### config.mk
export PLATFORM = sky130hd
export DESIGN_NAME = dma_rd_flat
export DESIGN_NICKNAME = d
export VERILOG_FILES = /design/src/rtl/dma_rd_if.sv /design/src/rtl/dma_rd.sv /design/src/flat_wrapper.sv
export SDC_FILE = /design/constraint.sdc
export NUM_CORES = 1
export LEC_CHECK = 0
export ABC_AREA = 1
export BUFFER_PORTS_ARGS = -buffer_cell sky130_fd_sc_hd__buf_4
export CELL_PAD_IN_SITES_DETAIL_PLACEMENT = 1
export CELL_PAD_IN_SITES_GLOBAL_PLACEMENT = 1
export CORE_MARGIN = 3
export CORE_UTILIZATION = 30
export DETAILED_ROUTE_END_ITERATION = 8
export PLACE_DENSITY_LB_ADDON = 0.1
export SYNTH_ARGS = -nofsm -noshare
export SYNTH_HDL_FRONTEND = slang
export SYNTH_SLANG_ARGS = --single-unit
### constraint.sdc
create_clock -name clk -period 3.5 [get_ports clk]
set_clock_uncertainty 0.05 [all_clocks]
set_input_delay 0.35 -clock clk [delete_from_list [all_inputs] [get_ports clk]]
set_output_delay 0.35 -clock clk [all_outputs]
set_load 0.01 [all_outputs]
### src/rtl/dma_rd_if.sv
`default_nettype none
// ------------------------------------------------------------------
// dma_rd_if : AXI4 read-address and read-data channels of the read DMA
// Revision  : 1.0
// ------------------------------------------------------------------
interface dma_rd_if #(
  parameter int AXI_DATA_WIDTH = 32,
  parameter int AXI_ADDR_WIDTH = 32,
  parameter int AXI_ID_WIDTH   = 8
);
  logic [AXI_ID_WIDTH-1:0]   m_axi_arid;
  logic [AXI_ADDR_WIDTH-1:0] m_axi_araddr;
  logic [7:0]                m_axi_arlen;
  logic [2:0]                m_axi_arsize;
  logic [1:0]                m_axi_arburst;
  logic                      m_axi_arlock;
  logic [3:0]                m_axi_arcache;
  logic [2:0]                m_axi_arprot;
  logic                      m_axi_arvalid;
  logic                      m_axi_arready;
  logic [AXI_ID_WIDTH-1:0]   m_axi_rid;
  logic [AXI_DATA_WIDTH-1:0] m_axi_rdata;
  logic [1:0]                m_axi_rresp;
  logic                      m_axi_rlast;
  logic                      m_axi_rvalid;
  logic                      m_axi_rready;

  modport master (
    output m_axi_arid, m_axi_araddr, m_axi_arlen, m_axi_arsize, m_axi_arburst,
           m_axi_arlock, m_axi_arcache, m_axi_arprot, m_axi_arvalid, m_axi_rready,
    input  m_axi_arready, m_axi_rid, m_axi_rdata, m_axi_rresp, m_axi_rlast, m_axi_rvalid
  );

  modport slave (
    input  m_axi_arid, m_axi_araddr, m_axi_arlen, m_axi_arsize, m_axi_arburst,
           m_axi_arlock, m_axi_arcache, m_axi_arprot, m_axi_arvalid, m_axi_rready,
    output m_axi_arready, m_axi_rid, m_axi_rdata, m_axi_rresp, m_axi_rlast, m_axi_rvalid
  );
endinterface
`default_nettype wire

### src/rtl/dma_rd.sv
`default_nettype none
// ------------------------------------------------------------------
// dma_rd   : AXI4 read-master DMA; queued (addr,len) commands become
//            4 KB-safe INCR bursts whose data is forwarded as a stream
// Revision : 1.0
// ------------------------------------------------------------------
module dma_rd #(
  parameter int AXI_DATA_WIDTH    = 32,
  parameter int AXI_ADDR_WIDTH    = 32,
  parameter int AXI_ID_WIDTH      = 8,
  parameter int CONFIG_LEN_WIDTH  = 9,
  parameter int OUTSTANDING_COUNT = 2,
  parameter int MAX_BURST         = 16
) (
  input  logic                        clk,
  input  logic                        rst_n,
  dma_rd_if.master                    axi,
  output logic [AXI_DATA_WIDTH-1:0]   data_out,
  output logic                        valid_out,
  output logic                        last_out,
  input  logic                        ready_in,
  input  logic                        config_valid,
  output logic                        config_ready,
  output logic                        config_empty,
  input  logic [CONFIG_LEN_WIDTH-1:0] config_len,
  input  logic [AXI_ADDR_WIDTH-1:0]   config_addr,
  output logic                        err
);

  localparam int BYTES  = AXI_DATA_WIDTH / 8;
  localparam int BSHIFT = $clog2(BYTES);
  localparam int PTR_W  = (OUTSTANDING_COUNT > 1) ? $clog2(OUTSTANDING_COUNT) : 1;
  localparam int CNT_W  = $clog2(OUTSTANDING_COUNT + 1);
  localparam logic [AXI_ADDR_WIDTH-1:0] ALIGN_MASK = ~AXI_ADDR_WIDTH'(BYTES - 1);

  typedef enum logic [1:0] {IDLE = 2'd0, ADDR = 2'd1, DATA = 2'd2} state_t;

  state_t                      state_q, state_d;
  logic [AXI_ADDR_WIDTH-1:0]   cur_addr_q, cur_addr_d;
  logic [CONFIG_LEN_WIDTH-1:0] remaining_q, remaining_d;
  logic [8:0]                  burst_q, burst_d;
  logic                        arvalid_q, arvalid_d;
  logic [AXI_DATA_WIDTH-1:0]   data_out_q, data_out_d;
  logic                        valid_out_q, valid_out_d;
  logic                        last_out_q, last_out_d;
  logic                        err_q, err_d;

  logic [AXI_ADDR_WIDTH-1:0]   q_addr_q [OUTSTANDING_COUNT];
  logic [AXI_ADDR_WIDTH-1:0]   q_addr_d [OUTSTANDING_COUNT];
  logic [CONFIG_LEN_WIDTH-1:0] q_len_q  [OUTSTANDING_COUNT];
  logic [CONFIG_LEN_WIDTH-1:0] q_len_d  [OUTSTANDING_COUNT];
  logic [PTR_W-1:0]            wr_ptr_q, wr_ptr_d, rd_ptr_q, rd_ptr_d;
  logic [CNT_W-1:0]            count_q, count_d;

  logic                        q_empty, q_full, push, pop, ar_hs, r_hs, rready;
  logic [AXI_ADDR_WIDTH-1:0]   head_addr;
  logic [CONFIG_LEN_WIDTH-1:0] head_len;
  logic                        unused_rid;

  // Largest burst allowed by remaining length, burst cap and distance to the 4 KB page end.
  function automatic logic [8:0] calc_burst(input logic [AXI_ADDR_WIDTH-1:0] addr,
                                            input logic [CONFIG_LEN_WIDTH-1:0] rem);
    logic [12:0] room;
    logic [31:0] b;
    room = (13'd4096 - {1'b0, addr[11:0]}) >> BSHIFT;
    b    = 32'(MAX_BURST);
    if (32'(rem) < b)  b = 32'(rem);
    if (32'(room) < b) b = 32'(room);
    return b[8:0];
  endfunction

  function automatic logic [PTR_W-1:0] ptr_inc(input logic [PTR_W-1:0] p);
    if (p == PTR_W'(OUTSTANDING_COUNT - 1)) return '0;
    return p + PTR_W'(1);
  endfunction

  assign q_empty      = (count_q == '0);
  assign q_full       = (count_q == CNT_W'(OUTSTANDING_COUNT));
  assign pop          = (state_q == IDLE) && !q_empty;
  assign config_ready = !q_full || pop;
  assign push         = config_valid && config_ready;
  assign head_addr    = q_addr_q[rd_ptr_q] & ALIGN_MASK;
  assign head_len     = q_len_q[rd_ptr_q];
  assign ar_hs        = arvalid_q && axi.m_axi_arready;
  assign rready       = (state_q == DATA) && (!valid_out_q || ready_in);
  assign r_hs         = axi.m_axi_rvalid && rready;
  assign unused_rid   = ^axi.m_axi_rid;

  assign axi.m_axi_arid    = '0;
  assign axi.m_axi_araddr  = cur_addr_q;
  assign axi.m_axi_arlen   = 8'(burst_q - 9'd1);
  assign axi.m_axi_arsize  = 3'(BSHIFT);
  assign axi.m_axi_arburst = 2'b01;
  assign axi.m_axi_arlock  = 1'b0;
  assign axi.m_axi_arcache = 4'b0011;
  assign axi.m_axi_arprot  = 3'b000;
  assign axi.m_axi_arvalid = arvalid_q;
  assign axi.m_axi_rready  = rready;

  assign data_out     = data_out_q;
  assign valid_out    = valid_out_q;
  assign last_out     = last_out_q;
  assign err          = err_q;
  assign config_empty = q_empty && (state_q == IDLE) && !valid_out_q;

  always_comb begin
    q_addr_d = q_addr_q;
    q_len_d  = q_len_q;
    wr_ptr_d = wr_ptr_q;
    rd_ptr_d = rd_ptr_q;
    count_d  = count_q;
    // When full, a push overwrites the slot being popped this cycle; the head is already read.
    if (push) begin
      q_addr_d[wr_ptr_q] = config_addr;
      q_len_d[wr_ptr_q]  = config_len;
      wr_ptr_d           = ptr_inc(wr_ptr_q);
    end
    if (pop) rd_ptr_d = ptr_inc(rd_ptr_q);
    case ({push, pop})
      2'b10:   count_d = count_q + CNT_W'(1);
      2'b01:   count_d = count_q - CNT_W'(1);
      default: count_d = count_q;
    endcase
  end

  always_comb begin
    state_d     = state_q;
    cur_addr_d  = cur_addr_q;
    remaining_d = remaining_q;
    burst_d     = burst_q;
    arvalid_d   = arvalid_q;
    data_out_d  = data_out_q;
    valid_out_d = valid_out_q;
    last_out_d  = last_out_q;
    err_d       = err_q || (r_hs && (axi.m_axi_rresp != 2'b00));

    if (r_hs) begin
      data_out_d  = axi.m_axi_rdata;
      valid_out_d = 1'b1;
      last_out_d  = axi.m_axi_rlast && (remaining_q == '0);
    end else if (ready_in) begin
      valid_out_d = 1'b0;
      last_out_d  = 1'b0;
    end

    case (state_q)
      IDLE: begin
        if (pop) begin
          cur_addr_d  = head_addr;
          remaining_d = head_len;
          if (head_len != '0) begin
            state_d   = ADDR;
            arvalid_d = 1'b1;
            burst_d   = calc_burst(head_addr, head_len);
          end
        end
      end
      ADDR: begin
        if (ar_hs) begin
          cur_addr_d  = cur_addr_q + (AXI_ADDR_WIDTH'(burst_q) << BSHIFT);
          remaining_d = remaining_q - CONFIG_LEN_WIDTH'(burst_q);
          arvalid_d   = 1'b0;
          state_d     = DATA;
        end
      end
      DATA: begin
        if (r_hs && axi.m_axi_rlast) begin
          if (remaining_q != '0) begin
            state_d   = ADDR;
            arvalid_d = 1'b1;
            burst_d   = calc_burst(cur_addr_q, remaining_q);
          end else begin
            state_d = IDLE;
          end
        end
      end
      default: state_d = IDLE;
    endcase
  end

  always_ff @(posedge clk or negedge rst_n) begin
    if (!rst_n) begin
      state_q     <= IDLE;
      cur_addr_q  <= '0;
      remaining_q <= '0;
      burst_q     <= 9'd1;
      arvalid_q   <= 1'b0;
      data_out_q  <= '0;
      valid_out_q <= 1'b0;
      last_out_q  <= 1'b0;
      err_q       <= 1'b0;
      wr_ptr_q    <= '0;
      rd_ptr_q    <= '0;
      count_q     <= '0;
      for (int i = 0; i < OUTSTANDING_COUNT; i++) begin
        q_addr_q[i] <= '0;
        q_len_q[i]  <= '0;
      end
    end else begin
      state_q     <= state_d;
      cur_addr_q  <= cur_addr_d;
      remaining_q <= remaining_d;
      burst_q     <= burst_d;
      arvalid_q   <= arvalid_d;
      data_out_q  <= data_out_d;
      valid_out_q <= valid_out_d;
      last_out_q  <= last_out_d;
      err_q       <= err_d;
      wr_ptr_q    <= wr_ptr_d;
      rd_ptr_q    <= rd_ptr_d;
      count_q     <= count_d;
      q_addr_q    <= q_addr_d;
      q_len_q     <= q_len_d;
    end
  end

endmodule
`default_nettype wire

### src/flat_wrapper.sv
// flat-port wrapper written by rule: the top's interface ports become plain ports
module dma_rd_flat 
#(
  parameter int AXI_DATA_WIDTH    = 32,
  parameter int AXI_ADDR_WIDTH    = 32,
  parameter int AXI_ID_WIDTH      = 8,
  parameter int CONFIG_LEN_WIDTH  = 9,
  parameter int OUTSTANDING_COUNT = 2,
  parameter int MAX_BURST         = 16
)
  (clk, rst_n, data_out, valid_out, last_out, ready_in, config_valid, config_ready, config_empty, config_len, config_addr, err, axi_m_axi_arid, axi_m_axi_araddr, axi_m_axi_arlen, axi_m_axi_arsize, axi_m_axi_arburst, axi_m_axi_arlock, axi_m_axi_arcache, axi_m_axi_arprot, axi_m_axi_arvalid, axi_m_axi_rready, axi_m_axi_arready, axi_m_axi_rid, axi_m_axi_rdata, axi_m_axi_rresp, axi_m_axi_rlast, axi_m_axi_rvalid);
  dma_rd_if #(.AXI_DATA_WIDTH(AXI_DATA_WIDTH), .AXI_ADDR_WIDTH(AXI_ADDR_WIDTH), .AXI_ID_WIDTH(AXI_ID_WIDTH)) axi_i ();
  input  logic clk;
  input  logic rst_n;
  output logic [AXI_DATA_WIDTH-1:0] data_out;
  output logic valid_out;
  output logic last_out;
  input  logic ready_in;
  input  logic config_valid;
  output logic config_ready;
  output logic config_empty;
  input  logic [CONFIG_LEN_WIDTH-1:0] config_len;
  input  logic [AXI_ADDR_WIDTH-1:0] config_addr;
  output logic err;
  output wire logic [$bits(axi_i.m_axi_arid)-1:0] axi_m_axi_arid;
  output wire logic [$bits(axi_i.m_axi_araddr)-1:0] axi_m_axi_araddr;
  output wire logic [$bits(axi_i.m_axi_arlen)-1:0] axi_m_axi_arlen;
  output wire logic [$bits(axi_i.m_axi_arsize)-1:0] axi_m_axi_arsize;
  output wire logic [$bits(axi_i.m_axi_arburst)-1:0] axi_m_axi_arburst;
  output wire logic [$bits(axi_i.m_axi_arlock)-1:0] axi_m_axi_arlock;
  output wire logic [$bits(axi_i.m_axi_arcache)-1:0] axi_m_axi_arcache;
  output wire logic [$bits(axi_i.m_axi_arprot)-1:0] axi_m_axi_arprot;
  output wire logic [$bits(axi_i.m_axi_arvalid)-1:0] axi_m_axi_arvalid;
  output wire logic [$bits(axi_i.m_axi_rready)-1:0] axi_m_axi_rready;
  input wire logic [$bits(axi_i.m_axi_arready)-1:0] axi_m_axi_arready;
  input wire logic [$bits(axi_i.m_axi_rid)-1:0] axi_m_axi_rid;
  input wire logic [$bits(axi_i.m_axi_rdata)-1:0] axi_m_axi_rdata;
  input wire logic [$bits(axi_i.m_axi_rresp)-1:0] axi_m_axi_rresp;
  input wire logic [$bits(axi_i.m_axi_rlast)-1:0] axi_m_axi_rlast;
  input wire logic [$bits(axi_i.m_axi_rvalid)-1:0] axi_m_axi_rvalid;
  assign axi_m_axi_arid = axi_i.m_axi_arid;
  assign axi_m_axi_araddr = axi_i.m_axi_araddr;
  assign axi_m_axi_arlen = axi_i.m_axi_arlen;
  assign axi_m_axi_arsize = axi_i.m_axi_arsize;
  assign axi_m_axi_arburst = axi_i.m_axi_arburst;
  assign axi_m_axi_arlock = axi_i.m_axi_arlock;
  assign axi_m_axi_arcache = axi_i.m_axi_arcache;
  assign axi_m_axi_arprot = axi_i.m_axi_arprot;
  assign axi_m_axi_arvalid = axi_i.m_axi_arvalid;
  assign axi_m_axi_rready = axi_i.m_axi_rready;
  assign axi_i.m_axi_arready = axi_m_axi_arready;
  assign axi_i.m_axi_rid = axi_m_axi_rid;
  assign axi_i.m_axi_rdata = axi_m_axi_rdata;
  assign axi_i.m_axi_rresp = axi_m_axi_rresp;
  assign axi_i.m_axi_rlast = axi_m_axi_rlast;
  assign axi_i.m_axi_rvalid = axi_m_axi_rvalid;
  dma_rd #(.AXI_DATA_WIDTH(AXI_DATA_WIDTH), .AXI_ADDR_WIDTH(AXI_ADDR_WIDTH), .AXI_ID_WIDTH(AXI_ID_WIDTH), .CONFIG_LEN_WIDTH(CONFIG_LEN_WIDTH), .OUTSTANDING_COUNT(OUTSTANDING_COUNT), .MAX_BURST(MAX_BURST)) u_core (.clk(clk), .rst_n(rst_n), .axi(axi_i), .data_out(data_out), .valid_out(valid_out), .last_out(last_out), .ready_in(ready_in), .config_valid(config_valid), .config_ready(config_ready), .config_empty(config_empty), .config_len(config_len), .config_addr(config_addr), .err(err));
endmodule
==> parameters.txt <==
Parameter                              Value

Global route
  Grt peak-use layer ... met2
  Global-route wire length before repair ... 48300 microns
  Total routing resource utilization after global routing ... ~18%
  Via count of the first global-routing pass ... 8685
  Met3 track demand over resource ... 3.73%
  Initial antenna violation count ... 1
  Total overflow reported by the global router ... 0
  Met1 Use GR ... 26.5%
  Pin count of the biggest net entering global routing ... between 70 and 80
  GR Util met2 ... a little over a quarter

Setup path
  Sort of element at the end of the critical path ... flop
  Data required time at the worst endpoint ... 3.77 ns
  Crit-path max FO ... 8
  Type of the worst setup path ... reg -> reg
  Data arrival time at the worst-slack endpoint ... around 3.5 ns
  Type of element launching the critical path ... flop

Clock network
  Cts repair resizes ... 0
  Hold_buf cts ... 1
  Clock slew at the register clock pins of the worst setup and hold paths ... approximately 0.08 ns
  Max Buffers Root-to-Sink ... 2
  Clock Sinks ... roughly 170
  Worst-skew pair later-pin latency ... ~0.44 ns
  # H-tree levels ... 4
  Clock tree from TritonCTS ... done
  Library cell used as clock root buffer ... sky130_fd_sc_hd__clkbuf_16
  TritonCTS buffer count ... 17
  Buffer count from post-CTS setup fixing ... 0

Floorplanning
  I/O pin cnt ... between 150 and 200
  Starting density of the core ... 31.0%
  Core footprint ... between 30000 and 40000 sq um
  Site Rows ... 64
  Die outline area ... between 30000 and 40000 sq um
  Width of the chip ... between 150 and 200 microns
  Vert. Die Dim ... about 190 microns

Synthesis
  Post-synth design cell area ... between 9000 and 10000 sq um
  Post-synthesis adder-cell area fraction ... 5.22%
  Predominant post-synthesis flop cell ... sky130_fd_sc_hd__dfrtp_1
  Xor-xnor portion of the synthesized cell area ... 3.37%
  Proportion of synthesized area in mux cells ... 0%
  Area fraction in and, or, nand and nor cells after synthesis ... between 20% and 30%
  Fraction of registers with async set or reset after synthesis ... 100%
  Compound-cell area share of the yosys netlist ... 14.0%
  Post-synthesis register bit count ... between 150 and 200
  Count of different cell masters after synthesis ... 44
  Post-Syn Area per Cell ... between 7 and 8 sq um
  Largest family of logic cells by synthesized area ... simple AND/OR/NAND/NOR gates
  Sequential cell area fraction in the yosys report ... a little over two fifths
  Number of enable flip-flop cells after synthesis ... 0
  Number of cells produced by synthesis ... 1271
  Yosys synthesis warning count ... 0

STA
  Min cycle time layout ... about 3.2 ns
  Relative max-transition margin ... between 50% and 60%
  Measured slew at the worst slew-check pin ... about 0.74 ns
  Count of endpoints failing setup in the final report ... 0
  Hold violation total from the final report ... 0
  Highest achievable clock rate ... approximately 310 MHz
  Setup total negative slack ... 0 ns
  RSZ-0062 raised after global routing ... no
  Fin. max-slew vios ... 0
  Worst slack on hold paths ... 0.0513 ns
  Period utilization ... 91.0%

Power and ir drop
  Design Power ... 12.8 mW
  Net Sw Frac ... 48.5%
  Combinational share of power ... between 50% and 60%
  Peak VDD IR ... approximately 0.45 mV
  Power density of the placed cells ... between 1000 and 1500 nW/um^2
  Switch Pwr ... roughly 6.2 mW
  Internal ... 6.58 mW
  Seq pwr share ... roughly 29%
  Leakage power summed over all cells ... about 6 nW
  Clock network power share ... between 10% and 20%

Final layout
  Proportion of layout cells with a drive suffix above 1 ... between 15 and 20%
  Final layout net count ... ~1600
  Diodes inserted ... 0
  Layout overhead on the synthesized area ... 22.3%
  Most common cell after layout, fill and taps aside ... sky130_fd_sc_hd__nand2_1
  Commonest cells after routing, fill and taps aside ... sky130_fd_sc_hd__nand2_1, sky130_fd_sc_hd__buf_4, sky130_fd_sc_hd__dfrtp_1

Drt
  Total vias in the final route ... 8653
  Number of design-rule violations left by the first detailed-router iteration ... 442
  Number of vias per cell after detailed routing ... 4.72
  1st-pass router iterations ... 5
  Total length of routed wires ... 30500 microns
  DRC ... 0
  Wire length per cell after detailed routing ... 16.6 microns
  Detail Route Antenna Nets ... 0

Placed design
  HPWL after detailed placement ... around 23000 microns
  GP Congestion ... approximately 0.83
  Count of buffers from port buffering ... about 160

Hold path
  Worst Hold Class ... in -> reg

Flow run
  Maximum Capacitance Violations ... 0

Outcome
  Outcome ... completed
-- stage by stage --
step | utilization (%) | cell area, sq um | worst slack (ns) | cells
6_report | 37.9 | 11800 | 0.315 | 1834
5_1_grt | 37.9 | 11800 | 0.00513 | 1834
4_1_cts | 37.9 | 11800 | 0.272 | 1834
3_5_place_dp | 36.1 | 11200 | 0.285 | 1802
3_3_place_gp | 36.1 | 11200 | 0.357 | 1802
2_1_floorplan | - | 9740 | 0.633 | 1300
-- flip-flops by register name, summed over array words and instances (netlist names) --
signal and cells:
u_core.axi.m_axi_araddr 30, u_core.axi.m_axi_arvalid 1, u_core.burst_q 9, u_core.count_q 2
u_core.data_out 32, u_core.err 1, u_core.last_out 1, u_core.q_addr_q 60
u_core.q_len_q 18, u_core.rd_ptr_q 1, u_core.remaining_q 9, u_core.state_q 2
u_core.valid_out 1, u_core.wr_ptr_q 1
-- cells by family after synthesis --
family	count (synthesis)
buffers and inverters	205
adder cells (fa/ha/maj)	39
AO/OA/AOI/OAI	249
XOR/XNOR	37
AND/OR/NAND/NOR	571
other	2
flip-flops	168
-- layout make-up --
cell class              count  area, sq um
fillers                  3851        19300
multi-input cells         927         4660
flip-flops and latches    168         4210
repair buffers            177         1350
inverters                 135          507
well taps                 396          495
clock buffers              17          425
clock inverters            14          136
-- critical path, cell delays in order, from the launching register on --
cell and delay (ns):
sky130_fd_sc_hd__dfrtp_1 0.42, sky130_fd_sc_hd__buf_4 0.18, sky130_fd_sc_hd__nand2_1 0.05, sky130_fd_sc_hd__and2_1 0.24, sky130_fd_sc_hd__nand2_1 0.14, sky130_fd_sc_hd__nor4_4 0.25, sky130_fd_sc_hd__nand4_1 0.15, sky130_fd_sc_hd__xnor2_1 0.30
sky130_fd_sc_hd__inv_1 0.08, sky130_fd_sc_hd__ha_1 0.30, sky130_fd_sc_hd__nand2_1 0.06, sky130_fd_sc_hd__nor2_1 0.11, sky130_fd_sc_hd__a211oi_1 0.06, sky130_fd_sc_hd__nand2_1 0.07, sky130_fd_sc_hd__nand2_1 0.15, sky130_fd_sc_hd__nand2_4 0.15
sky130_fd_sc_hd__nand2_1 0.06, sky130_fd_sc_hd__nand3_1 0.07, sky130_fd_sc_hd__nand2_1 0.07, sky130_fd_sc_hd__nand2_1 0.06, sky130_fd_sc_hd__nand2_1 0.04
-- cell usage after synthesis, drive strengths merged (2+ instances only) --
master / count / area (sq um)
o211ai: 10 / 75.1
ha: 37 / 463
a211oi: 3 / 22.5
o21ai: 154 / 771
conb: 2 / 7.51
a31oi: 18 / 113
o21bai: 4 / 30.0
nand3: 43 / 220
nand2: 384 / 1470
or2: 2 / 12.5
buf: 38 / 262
fa: 2 / 40.0
clkbuf: 32 / 120
nor3: 10 / 50.1
a21oi: 50 / 265
xnor2: 11 / 96.3
nand3b: 4 / 30.0
a21o: 2 / 15.0
inv: 135 / 507
and2: 3 / 18.8
nor4: 4 / 46.3
dfrtp: 167 / 4180
nor2: 111 / 439
nand4: 9 / 56.3
xor2: 26 / 228
o22ai: 5 / 31.3
-- worst paths after layout --
kind	from	endpoint	cells after the start	slack, ns
max reg2reg	u_core.rd_ptr_q	u_core.burst_q[1]	20	0.31
min in group asynchronous	rst_n	u_core.q_addr_q[5]	2	0.46
min reg2reg	u_core.q_addr_q[14]	u_core.q_addr_q[14]	2	0.43
min	axi_m_axi_rdata[21]	u_core.data_out[21]	3	0.05
max in group asynchronous	rst_n	u_core.q_addr_q[28]	3	2.04
max	u_core.rd_ptr_q	u_core.burst_q[1]	20	0.31
-- power by group through the flow --
stage                     clock (mW)  sequential [mW]  combinational [mW]
final                           1.88             3.66                7.24
after global routing            2.02             3.80                8.30
after CTS                       1.94             3.67                7.36
after detailed placement           0             3.69                7.32
after global placement             0             3.68                7.19
after floorplan                    0             3.64                4.75
-- layer usage --
layer,up-vias,wire length [microns]
li1,4341,-
met1,4147,15600
met2,146,13300
met3,17,1310
met4,2,272
met5,-,20
No activity file was read; power rests on OpenSTA's default activity.
